[config.mk]
export PLATFORM = sky130hd
export DESIGN_NAME = inst_sequencer
export DESIGN_NICKNAME = d
export VERILOG_FILES = /design/src/rtl/inst_sequencer.sv
export SDC_FILE = /design/constraint.sdc
export NUM_CORES = 1
export LEC_CHECK = 0
export ABC_AREA = 1
export ABC_CLOCK_PERIOD_IN_PS = 1850
export BUFFER_PORTS_ARGS = -buffer_cell sky130_fd_sc_hd__buf_4
export CORE_MARGIN = 10
export CORE_UTILIZATION = 55
export DETAILED_ROUTE_END_ITERATION = 12
export GPL_TIMING_DRIVEN = 1
export PLACE_DENSITY = 0.82
export RECOVER_POWER = 25
export SLEW_MARGIN = 20
export SYNTH_ARGS = -nofsm -noshare
export SYNTH_HDL_FRONTEND = slang
export SYNTH_SLANG_ARGS = --single-unit
[constraint.sdc]
create_clock -name iclk -period 1.85 [get_ports iclk]
set_input_delay 0.37 -clock iclk [delete_from_list [all_inputs] [get_ports iclk]]
set_output_delay 0.37 -clock iclk [all_outputs]
set_load 0.05 [all_outputs]
[src/rtl/inst_sequencer.sv]
// inst_sequencer
//   Sequences the reset, acquisition, trigger-delay and readout phases of the
//   chip. Commands come from one-shot instruction strobes produced by the SPI
//   block. The strobes are asynchronous to iclk and are synchronized and
//   edge-detected here.
//
// Ports
//   iclk                  internal clock (only clock of the block)
//   rst                   asynchronous active-high reset
//   inst_rst              reset instruction strobe (async)
//   inst_readout          readout instruction strobe (async)
//   inst_start            start instruction strobe (async)
//   clk_enable            start-instruction level from SPI (quasi-static)
//   trigger_channel_mask  channel read-enable mask, bit n selects channel n
//   trig_delay            post-trigger acquisition extension in iclk cycles
//   trigger               discriminator trigger, synchronous to iclk
//   core_rst              core reset, high for RST_CYCLES cycles
//   acq_en                sampling enable
//   stop_acq              one-cycle pulse when acquisition ends
//   rd_ch                 channel currently being read
//   rd_load               one-cycle pulse on the first cycle of each channel read
//   rd_valid              high while rd_ch is being read
//   done                  one-cycle pulse when a readout completes
//   busy                  high whenever the sequencer is not idle
//   cmd_err               one-cycle pulse when a command is rejected
module inst_sequencer #(
    parameter int RST_CYCLES     = 16,
    parameter int CH_READ_CYCLES = 32,
    parameter int SYNC_STAGES    = 2
) (
    input  logic       iclk,
    input  logic       rst,
    input  logic       inst_rst,
    input  logic       inst_readout,
    input  logic       inst_start,
    input  logic       clk_enable,
    input  logic [7:0] trigger_channel_mask,
    input  logic [7:0] trig_delay,
    input  logic       trigger,
    output logic       core_rst,
    output logic       acq_en,
    output logic       stop_acq,
    output logic [2:0] rd_ch,
    output logic       rd_load,
    output logic       rd_valid,
    output logic       done,
    output logic       busy,
    output logic       cmd_err
);

    localparam int RCW = (RST_CYCLES > 1) ? $clog2(RST_CYCLES) : 1;
    localparam int CCW = (CH_READ_CYCLES > 1) ? $clog2(CH_READ_CYCLES) : 1;
    localparam logic [RCW-1:0] RST_LOAD = RCW'(RST_CYCLES - 1);
    localparam logic [CCW-1:0] CH_LOAD  = CCW'(CH_READ_CYCLES - 1);

    typedef enum logic [2:0] {
        S_IDLE,
        S_RESET,
        S_RUN,
        S_DELAY,
        S_READOUT
    } state_t;

    // Index of the lowest set bit; the caller guarantees m != 0.
    function automatic logic [2:0] lowest_set(input logic [7:0] m);
        logic [2:0] idx;
        idx = 3'd0;
        for (int i = 7; i >= 0; i--) begin
            if (m[i]) idx = 3'(i);
        end
        return idx;
    endfunction

    // Strobe synchronizers and edge detectors
    logic [SYNC_STAGES-1:0] sync_rst_q, sync_rd_q, sync_st_q, sync_ce_q;
    logic                   prev_rst_q, prev_rd_q, prev_st_q;
    logic                   trig_q;
    logic                   cmd_rst, cmd_rd, cmd_start, ce_s;

    always_ff @(posedge iclk or posedge rst) begin
        if (rst) begin
            sync_rst_q <= '0;
            sync_rd_q  <= '0;
            sync_st_q  <= '0;
            sync_ce_q  <= '0;
            prev_rst_q <= 1'b0;
            prev_rd_q  <= 1'b0;
            prev_st_q  <= 1'b0;
            trig_q     <= 1'b0;
        end else begin
            sync_rst_q <= {sync_rst_q[SYNC_STAGES-2:0], inst_rst};
            sync_rd_q  <= {sync_rd_q[SYNC_STAGES-2:0], inst_readout};
            sync_st_q  <= {sync_st_q[SYNC_STAGES-2:0], inst_start};
            sync_ce_q  <= {sync_ce_q[SYNC_STAGES-2:0], clk_enable};
            prev_rst_q <= sync_rst_q[SYNC_STAGES-1];
            prev_rd_q  <= sync_rd_q[SYNC_STAGES-1];
            prev_st_q  <= sync_st_q[SYNC_STAGES-1];
            // The trigger is registered once so that DELAY starts one edge
            // after the edge that samples it.
            trig_q     <= trigger;
        end
    end

    assign cmd_rst   = sync_rst_q[SYNC_STAGES-1] & ~prev_rst_q;
    assign cmd_rd    = sync_rd_q[SYNC_STAGES-1] & ~prev_rd_q;
    assign cmd_start = sync_st_q[SYNC_STAGES-1] & ~prev_st_q;
    assign ce_s      = sync_ce_q[SYNC_STAGES-1];

    // Sequencer state and registered outputs
    state_t         state_q, state_d;
    logic [7:0]     cnt_q, cnt_d;
    logic [RCW-1:0] rcnt_q, rcnt_d;
    logic [CCW-1:0] ccnt_q, ccnt_d;
    logic [7:0]     mask_q, mask_d;
    logic           rd_active_q, rd_active_d;
    logic           core_rst_q, core_rst_d;
    logic           acq_en_q, acq_en_d;
    logic           stop_acq_q, stop_acq_d;
    logic [2:0]     rd_ch_q, rd_ch_d;
    logic           rd_load_q, rd_load_d;
    logic           rd_valid_q, rd_valid_d;
    logic           done_q, done_d;
    logic           busy_q, busy_d;
    logic           cmd_err_q, cmd_err_d;

    always_ff @(posedge iclk or posedge rst) begin
        if (rst) begin
            state_q     <= S_IDLE;
            cnt_q       <= 8'd0;
            rcnt_q      <= '0;
            ccnt_q      <= '0;
            mask_q      <= 8'd0;
            rd_active_q <= 1'b0;
            core_rst_q  <= 1'b0;
            acq_en_q    <= 1'b0;
            stop_acq_q  <= 1'b0;
            rd_ch_q     <= 3'd0;
            rd_load_q   <= 1'b0;
            rd_valid_q  <= 1'b0;
            done_q      <= 1'b0;
            busy_q      <= 1'b0;
            cmd_err_q   <= 1'b0;
        end else begin
            state_q     <= state_d;
            cnt_q       <= cnt_d;
            rcnt_q      <= rcnt_d;
            ccnt_q      <= ccnt_d;
            mask_q      <= mask_d;
            rd_active_q <= rd_active_d;
            core_rst_q  <= core_rst_d;
            acq_en_q    <= acq_en_d;
            stop_acq_q  <= stop_acq_d;
            rd_ch_q     <= rd_ch_d;
            rd_load_q   <= rd_load_d;
            rd_valid_q  <= rd_valid_d;
            done_q      <= done_d;
            busy_q      <= busy_d;
            cmd_err_q   <= cmd_err_d;
        end
    end

    always_comb begin
        state_d     = state_q;
        cnt_d       = cnt_q;
        rcnt_d      = rcnt_q;
        ccnt_d      = ccnt_q;
        mask_d      = mask_q;
        rd_active_d = rd_active_q;
        rd_ch_d     = rd_ch_q;
        rd_valid_d  = rd_valid_q;
        rd_load_d   = 1'b0;
        stop_acq_d  = 1'b0;
        done_d      = 1'b0;
        cmd_err_d   = 1'b0;

        if (cmd_rst) begin
            // Reset overrides everything; a running readout or acquisition is
            // dropped silently.
            state_d     = S_RESET;
            rcnt_d      = RST_LOAD;
            rd_active_d = 1'b0;
            rd_valid_d  = 1'b0;
            cmd_err_d   = cmd_rd | cmd_start;
        end else begin
            // A start arriving together with a readout is always dropped.
            if (cmd_rd && cmd_start) cmd_err_d = 1'b1;
            if (state_q != S_IDLE && (cmd_rd || cmd_start)) cmd_err_d = 1'b1;

            case (state_q)
                S_IDLE: begin
                    if (cmd_rd) begin
                        mask_d      = trigger_channel_mask;
                        rd_active_d = 1'b0;
                        if (trigger_channel_mask == 8'd0) done_d = 1'b1;
                        else state_d = S_READOUT;
                    end else if (cmd_start) begin
                        if (ce_s) state_d = S_RUN;
                        else cmd_err_d = 1'b1;
                    end
                end
                S_RESET: begin
                    if (rcnt_q == '0) state_d = S_IDLE;
                    else rcnt_d = rcnt_q - RCW'(1);
                end
                S_RUN: begin
                    if (trig_q) begin
                        state_d = S_DELAY;
                        cnt_d   = trig_delay;
                    end else if (!ce_s) begin
                        state_d    = S_IDLE;
                        stop_acq_d = 1'b1;
                    end
                end
                S_DELAY: begin
                    if (cnt_q == 8'd0) begin
                        state_d    = S_IDLE;
                        stop_acq_d = 1'b1;
                    end else begin
                        cnt_d = cnt_q - 8'd1;
                    end
                end
                S_READOUT: begin
                    // mask_q holds the channels still to be read; each load
                    // consumes its lowest set bit.
                    if (!rd_active_q || ccnt_q == '0) begin
                        if (mask_q != 8'd0) begin
                            rd_ch_d     = lowest_set(mask_q);
                            mask_d      = mask_q & (mask_q - 8'd1);
                            rd_load_d   = 1'b1;
                            rd_valid_d  = 1'b1;
                            ccnt_d      = CH_LOAD;
                            rd_active_d = 1'b1;
                        end else begin
                            rd_valid_d  = 1'b0;
                            rd_active_d = 1'b0;
                            done_d      = 1'b1;
                            state_d     = S_IDLE;
                        end
                    end else begin
                        ccnt_d = ccnt_q - CCW'(1);
                    end
                end
                default: state_d = S_IDLE;
            endcase
        end

        core_rst_d = (state_d == S_RESET);
        acq_en_d   = (state_d == S_RUN) || (state_d == S_DELAY);
        busy_d     = (state_d != S_IDLE);
    end

    assign core_rst = core_rst_q;
    assign acq_en   = acq_en_q;
    assign stop_acq = stop_acq_q;
    assign rd_ch    = rd_ch_q;
    assign rd_load  = rd_load_q;
    assign rd_valid = rd_valid_q;
    assign done     = done_q;
    assign busy     = busy_q;
    assign cmd_err  = cmd_err_q;

endmodule

Word-level counts from Yosys, hierarchy flattened:

Index checks and enable logic that the tools add are counted.

* $add $sub $neg: 4
* equality and inequality tests: 16
* mux-type cells: 60
* bitwise gates (word level): 9
* reduce and logical (&&, ||, !) cells: 27

Operator list (count)
* $mux 3: 19
* $mux 8: 5
* $pmux 8 s2: 2
* $mux 1: 25
* $logic_not 8->1: 2
* $sub 8x1->8 const B: 2
* $pmux 3 s5: 1
* $eq 3x2->1 const B: 4
* $mux 4: 3
* $ne 2x2->1 const B: 6
* $mux 5: 2
* $reduce_bool 2->1: 5
* $reduce_bool 3->1: 3
* $and 8x8->8: 1
* $reduce_and 4->1: 2
* $reduce_bool 8->1: 1
* $eq 3x1->1 const B: 2
* $ne 3x3->1 const B: 2
* $pmux 1 s2: 3
* $reduce_and 3->1: 2
* $logic_not 5->1: 1
* $reduce_and 5->1: 1
* $sub 5x1->5 const B: 1
* $logic_not 4->1: 1
* other kinds (11): 20

* register bits after elaboration: 52
* output and inout bits: 11
* logic and storage cells: 139

Logic depth before layout (Yosys ltp):

Gate-level depths: netlist of the first run.

* depth after elaboration: 10
* mapped depth: 9
* depth with buffers taken out: 9

Worst setup path after synthesis of the first run:

Ideal clock, no wire load.

* kind: reg2reg
* from: reg cnt_q[0]
* to: reg cnt_q[0]
* library setup time: 0.121 ns
* arrival time: 1.302 ns
* slack: 0.427 ns
* stages on the path, launching flop included: 10
* path buffers: 0
* path through: dfrtp_1 inv_1 ha_1 nand2_1 nor2_1 nand3_1 nand3_2 inv_2 nand2_1 o21ai_1

* word-level cells in the longest chain between the ends: 3
* elaborated cells on any way between the ends: 6

RTL lines
* start, declared: RTL line 111 `logic [7:0] cnt_q, cnt_d;`
* start signal, assigned: RTL line 145 `cnt_q <= cnt_d;`
* $sub 8x1->8 or $logic_not 8->1 (tied branches): RTL line 219, 215
* $mux 8 or $ne 2x2->1 (tied branches)
* $pmux 8 s2 or $reduce_and 4->1 (tied branches)

Several ways; a longest one is shown, not always the timed one. The select of a mux whose other input is x is not followed.
A chain may end at the register's enable or synchronous reset.

Worst setup path after layout of the first run:

Same ends and word-level chain as after synthesis.

==> results.json, run 1 <==
{
  "area_growth_pct": 16.48,
  "drc_errors": 0,
  "synth_top_area_share_pct": 47.34,
  "grtUsageMet2_pct": 24.16,
  "synth_seq_cells": 52,
  "row_count": 25,
  "firstDrtPassIters": 4,
  "cts_post_setup_buffers_inserted": 0,
  "skew_ns": 0.004950,
  "finalWorstPathRequiredPeriod_ns": 1.654,
  "hold_path.class": "input port to register",
  "tightestPinTransition_ns": 1.241,
  "cts_buffers": 5,
  "drive_above_1_share_pct": 21.74,
  "synth_nets": 376,
  "die_h_um": 90.70,
  "worst-path-max-fanout": 10,
  "cts_sinks": 52,
  "via_per_inst": 5.024,
  "powerDensity_nw_per_um2": 1316,
  "critical_path_required_ns": 2.05,
  "netlist_area_um2": 2749,
  "yosysWarnings": 0,
  "status": "completed",
  "synth_ff_type": "dfrtp_1",
  "fillerInstances": 412,
  "syn_avg_cell_area_um2": 7.876,
  "crit_top_cell": "nand2_1",
  "worst_setup_path_start_kind": "register",
  "critical_path_arrival_ns": 1.86,
  "synth_cell_type_count": 33,
  "r2r-start": "cnt_q[0]",
  "dieWidth_um": 90.70,
  "grt_max_degree": 53,
  "slew_headroom_pct": 17.27,
  "endpoint_kind": "register",
  "reg2reg_slack_ns": 0.20,
  "clk_pin_slew_worst_paths_ns": 0.09,
  "path_depth": 9,
  "ant_nets": 0,
  "met3_usage_pct": 3.491,
  "setup_viol": 0,
  "cts_tree": "built",
  "ir_worst_vdd_mv": 0.8125,
  "fin_crit_sh_pct": 89.38,
  "final-hold-violation-count": 0,
  "synth_area_leaders": "dfrtp_1, nand2_1, nand3_1",
  "gr-total-overflow": 0,
  "grt_pass1_vias": 2258,
  "async_flop_share_pct": 100.0,
  "slew_viol_final": 0,
  "clk_path_buf_depth": 2,
  "rsz0062_at_grt": "no",
  "yosysSeqAreaShare_pct": 47.34,
  "dp_hpwl_um": 4178,
  "synth_top_area_cell": "dfrtp_1",
  "r2r-end": "cnt_q[0]",
  "drv_cap": 0,
  "antenna_found_initial": 0,
  "reg2reg_depth": 9,
  "port-buffer-count": 33,
  "slowest_delay_ns": 0.39,
  "boundaryPins": 34,
  "multi_input_area_um2": 1264,
  "timing.hold.ws_ns": 0.1793,
  "synth_edf_count": 0,
  "grt-busiest-layer": "met2",
  "final.setup.tns_ns": 0,
  "routedWlPerCell_um": 12.08,
  "wirelength_um": 5534,
  "min_path_cells": 1,
  "cp_slowest_cell": "dfrtp_1",
  "gp_congestion": 0.8779,
  "drt-initial-drc-count": 143,
  "diodes": 0,
  "whs_endpoint": "sync_ce_q[0]",
  "grt_pass1_wl_um": 9597,
  "seq_area_um2": 1301,
  "critPathKind": "register to register",
  "root_buffer": "clkbuf_8",
  "hp-start": "clk_enable",
  "use_met1_pct": 15.55,
  "dieArea_um2": 8226,
  "coreArea_um2": 4786,
  "h-tree-depth": 2,
  "cp_num_buf_inv": 2,
  "timing.fmax_ghz": 0.6048,
  "hold_buffers": 0,
  "p_leak_nw": 1.709,
  "routed-via-count": 2301,
  "start_util_pct": 57.44,
  "nNetsFinal": 417,
  "cts-resized-gates": 0,
  "crit_chain": "inv_1 -> ha_1 -> nand2_1 -> nor2_1 -> nand3_1 -> nand3_2 -> inv_2 -> nand2_1 -> o21ai_1",
  "path_delay_family": "simple AND/OR/NAND/NOR gates",
  "synthCells": 349,
  "insertion_delay_ns": 0.31,
  "gr-usage-all-layers_pct": 13.70
}
[layout by cell type (no fill, tap or decap), types with 2 or more instances in the layout]
cell type	n
a21oi_1	4
buf_4	30
clkbuf_4	6
clkbuf_8	5
dfrtp_1	52
ha_1	4
inv_1	32
inv_2	8
inv_4	2
nand2_1	105
nand2_2	11
nand2_4	5
nand3_1	35
nand3_2	2
nand4_1	3
nor2_1	37
nor2_2	5
nor2_8	2
nor3_1	2
o21a_1	2
o21ai_0	9
o21ai_1	10
o21ai_2	3
o21bai_1	2
xor2_1	2
[logic make-up (layout without fill, tap and decap cells)]
| logic type | Yosys count | in the layout | synth area share, % |
|---|---|---|---|
| flip-flops | 52 | 52 | 47.34 |
| buffers and inverters | 46 | 88 | 6.691 |
| AND/OR/NAND/NOR | 210 | 210 | 35.59 |
| XOR/XNOR | 3 | 3 | 0.9560 |
| adder cells (fa/ha/maj) | 4 | 4 | 1.821 |
| AO/OA/AOI/OAI | 34 | 34 | 7.602 |
[layer usage]
| metal | share of wire, % | routed length [um] |
|---|---|---|
| met1 | 43 | 2407 |
| met2 | 50 | 2761 |
| met3 | 5.3 | 292 |
| met4 | 1.3 | 73 |
| met5 | 0 | 0 |
[metrics by stage]
stage	instance area [um^2]	total power (W)	utilization, %	setup WS (ns)	std cells
floorplan	2749	0.003017	-	0.2221	349
global placement	3105	0.003389	64.89	0.3147	450
detailed placement	3105	0.003456	64.89	0.2275	450
CTS	3217	0.004245	67.22	0.2158	458
global route	3202	0.004560	66.90	0.04172	458
finish	3202	0.004214	66.90	0.1965	458
[sequential cells by signal (all words and copies together) (netlist names), 2 cells and up]
name        cells
rd_ch           3
ccnt_q          5
sync_ce_q       2
cnt_q           8
sync_rd_q       2
rcnt_q          4
sync_rst_q      2
state_q         3
mask_q          8
sync_st_q       2
[layout make-up]
cell class	count	share of cell area (%)
flip-flops and latches	52	40.64
clock inverters	3	1.329
clock buffers	5	2.149
inverters	43	5.197
multi-input cells	251	39.47
repair buffers	37	8.597
well taps	67	2.618
[how the worst max path moves through the flow]
stage	start	endpoint	slack [ns]
after floorplan	rst	acq_en	0.22
after global placement	cnt_q[0]	cnt_q[0]	0.31
after detailed placement	cnt_q[0]	cnt_q[0]	0.23
after CTS	cnt_q[0]	cnt_q[0]	0.22
after global routing	cnt_q[0]	cnt_q[1]	0.04
final	cnt_q[0]	cnt_q[0]	0.20
[synthesized netlist by cell type (2+ instances only)]
master and n:
nor3_1 2, nand2_4 5, nand2_1 105, buf_2 2, nor2_8 2, o21a_1 2, nand3_1 35, o21ai_2 3
o21ai_0 9, o21bai_1 2, nand4_1 3, inv_1 32, nor2_2 5, xor2_1 2, dfrtp_1 52, nor2_1 37
a21oi_1 4, nand2_2 11, o21ai_1 10, inv_2 8, inv_4 2, nand3_2 2, ha_1 4
[report_power, final]
group          leakage [nW]  total, W  switching (W)  internal, W
Clock                0.0541  0.000780       0.000379     0.000400
Combinational          1.03   0.00163        0.00106     0.000572
Sequential            0.620   0.00180       0.000310      0.00149
(Power assumes the default switching activity.)
==> run 2, diff against run 1 <==
--- a/config.mk
+++ b/config.mk
@@ -7,7 +7,7 @@
 export LEC_CHECK = 0
 export ABC_AREA = 1
 export ABC_CLOCK_PERIOD_IN_PS = 1850
-export BUFFER_PORTS_ARGS = -buffer_cell sky130_fd_sc_hd__buf_4
+export BUFFER_PORTS_ARGS = -buffer_cell sky130_fd_sc_hd__buf_2
 export CORE_MARGIN = 10
 export CORE_UTILIZATION = 55
 export DETAILED_ROUTE_END_ITERATION = 12
==> results.json, run 2 (synthesized netlist as in run 1, its figures left out) <==
{
  "cts_sinks": 52,
  "endpoint_kind": "register",
  "cts_tree": "built",
  "final_common_cell": "nand2_1",
  "start_util_pct": 57.44,
  "final_util_pct": 65.39,
  "tightestPinTransition_ns": 1.247,
  "root_buffer": "clkbuf_8",
  "critical_path_arrival_ns": 1.86,
  "drive_above_1_share_pct": 21.74,
  "report.power.total_w": 0.004229,
  "reg2reg_depth": 9,
  "r2r-start": "cnt_q[0]",
  "crit_top_cell": "nand2_1",
  "most-common-layout-cells": "nand2_1, dfrtp_1, nor2_1, nand3_1, buf_2",
  "clk_pin_slew_worst_paths_ns": 0.09,
  "gr-usage-all-layers_pct": 14.07,
  "dp_hpwl_um": 4126,
  "gr-total-overflow": 0,
  "area_growth_pct": 13.84,
  "rsz0062_at_grt": "no",
  "ir_worst_vdd_mv": 0.6747,
  "reg_top3": "cnt_q (8), mask_q (8), ccnt_q (5)",
  "status": "completed",
  "wirelength_um": 5580,
  "crit_end": "cnt_q[0]",
  "dieArea_um2": 8226,
  "gp_congestion": 0.8468,
  "path_delay_family": "simple AND/OR/NAND/NOR gates",
  "grt_pass1_wl_um": 9860,
  "coreArea_um2": 4786,
  "powerDensity_nw_per_um2": 1351,
  "insertion_delay_ns": 0.31,
  "setup_viol": 0,
  "diodes": 0,
  "drc_errors": 0,
  "critical_path_required_ns": 2.05,
  "skew_ns": 0.005652,
  "firstDrtPassIters": 5,
  "reg2reg_slack_ns": 0.19,
  "antenna_found_initial": 0,
  "routed-via-count": 2327,
  "nNetsFinal": 417,
  "cp-startpoint": "cnt_q[0]",
  "stdcell_count": 458,
  "grt_pass1_vias": 2314,
  "finalWorstPathRequiredPeriod_ns": 1.661,
  "critPathKind": "register to register",
  "drv_cap": 0,
  "crit_chain": "inv_1 -> ha_1 -> nand2_1 -> nor2_1 -> nand3_1 -> nand3_2 -> inv_2 -> nand2_1 -> o21ai_1",
  "h-tree-depth": 2,
  "hold_buffers": 0,
  "cp_slowest_cell": "dfrtp_1",
  "p_leak_nw": 1.694,
  "via_per_inst": 5.081,
  "timing.fmax_ghz": 0.6021,
  "place_inst": 450,
  "cts-resized-gates": 0,
  "final-hold-violation-count": 0,
  "r2r-end": "cnt_q[0]",
  "final.setup.tns_ns": 0,
  "slowest_delay_ns": 0.40,
  "slew_headroom_pct": 16.84,
  "port-buffer-count": 33,
  "dieWidth_um": 90.70,
  "grt_max_degree": 53,
  "die_h_um": 90.70,
  "fillerInstances": 412,
  "worst_setup_path_start_kind": "register",
  "cp_num_buf_inv": 2,
  "slew_viol_final": 0,
  "timing.hold.ws_ns": 0.1557,
  "cts_post_setup_buffers_inserted": 0,
  "fin_crit_sh_pct": 89.78,
  "hp-start": "trigger",
  "clk_path_buf_depth": 2,
  "path_depth": 9,
  "boundaryPins": 34,
  "hold_path.class": "input port to register",
  "drt-initial-drc-count": 139,
  "cts_buffers": 5,
  "routedWlPerCell_um": 12.18,
  "row_count": 25,
  "ant_nets": 0,
  "worst-path-max-fanout": 10
}
==> run 2: metal layers <==
metal  vias to the layer above  track usage, %  wire length, um  part of all wire [%]
li1                       1181               -                -                     -
met1                      1099           15.38             2436                    44
met2                        39           25.30             2848                    51
met3                         8           3.408              201                   3.6
met4                         0           5.703               94                   1.7
met5                         -               0                0                     0
==> run 2: how the worst min path moves through the flow <==
stage	end	slack, ns	depth (start not counted)
after detailed placement	sync_st_q[1]	0.34	0
after floorplan	sync_ce_q[1]	0.33	0
after global placement	sync_st_q[1]	0.33	0
after CTS	ccnt_q[2]	0.1	3
final	trig_q	0.16	1
after global routing	sync_rst_q[0]	0.15	1
==> run 2: power by group <==
group	leakage [nW]	internal, W	total, W	switching [W]
Sequential	0.620	0.00149	0.00181	0.000322
Combinational	1.01	0.000529	0.00159	0.00106
Clock	0.0614	0.000443	0.000828	0.000385
==> run 2: per-stage QoR <==
step	instance area, um^2	setup slack [ns]
floorplan	2749	0.2221
CTS	3144	0.2000
detailed placement	3023	0.2337
global route	3129	0.02960
finish	3129	0.1891
global placement	3023	0.3181
==> run 2: final cells by class <==
cell class	instances	area (um^2)	share of cell area, %
Clock buffer	6	82.58	2.639
Clock inverter	2	38.79	1.240
Inverter	43	166.4	5.318
Multi-Input combinational cell	251	1264	40.38
Sequential cell	52	1301	41.58
Tap cell	67	83.83	2.679
Timing Repair Buffer	37	192.7	6.158
==> run 2: worst reg2reg max path: stages (launching register included) <==
cell and delay (ns):
dfrtp_1 0.40, inv_1 0.09, ha_1 0.21, nand2_1 0.10, nor2_1 0.19, nand3_1 0.16, nand3_2 0.16, inv_2 0.11
nand2_1 0.07, o21ai_1 0.06
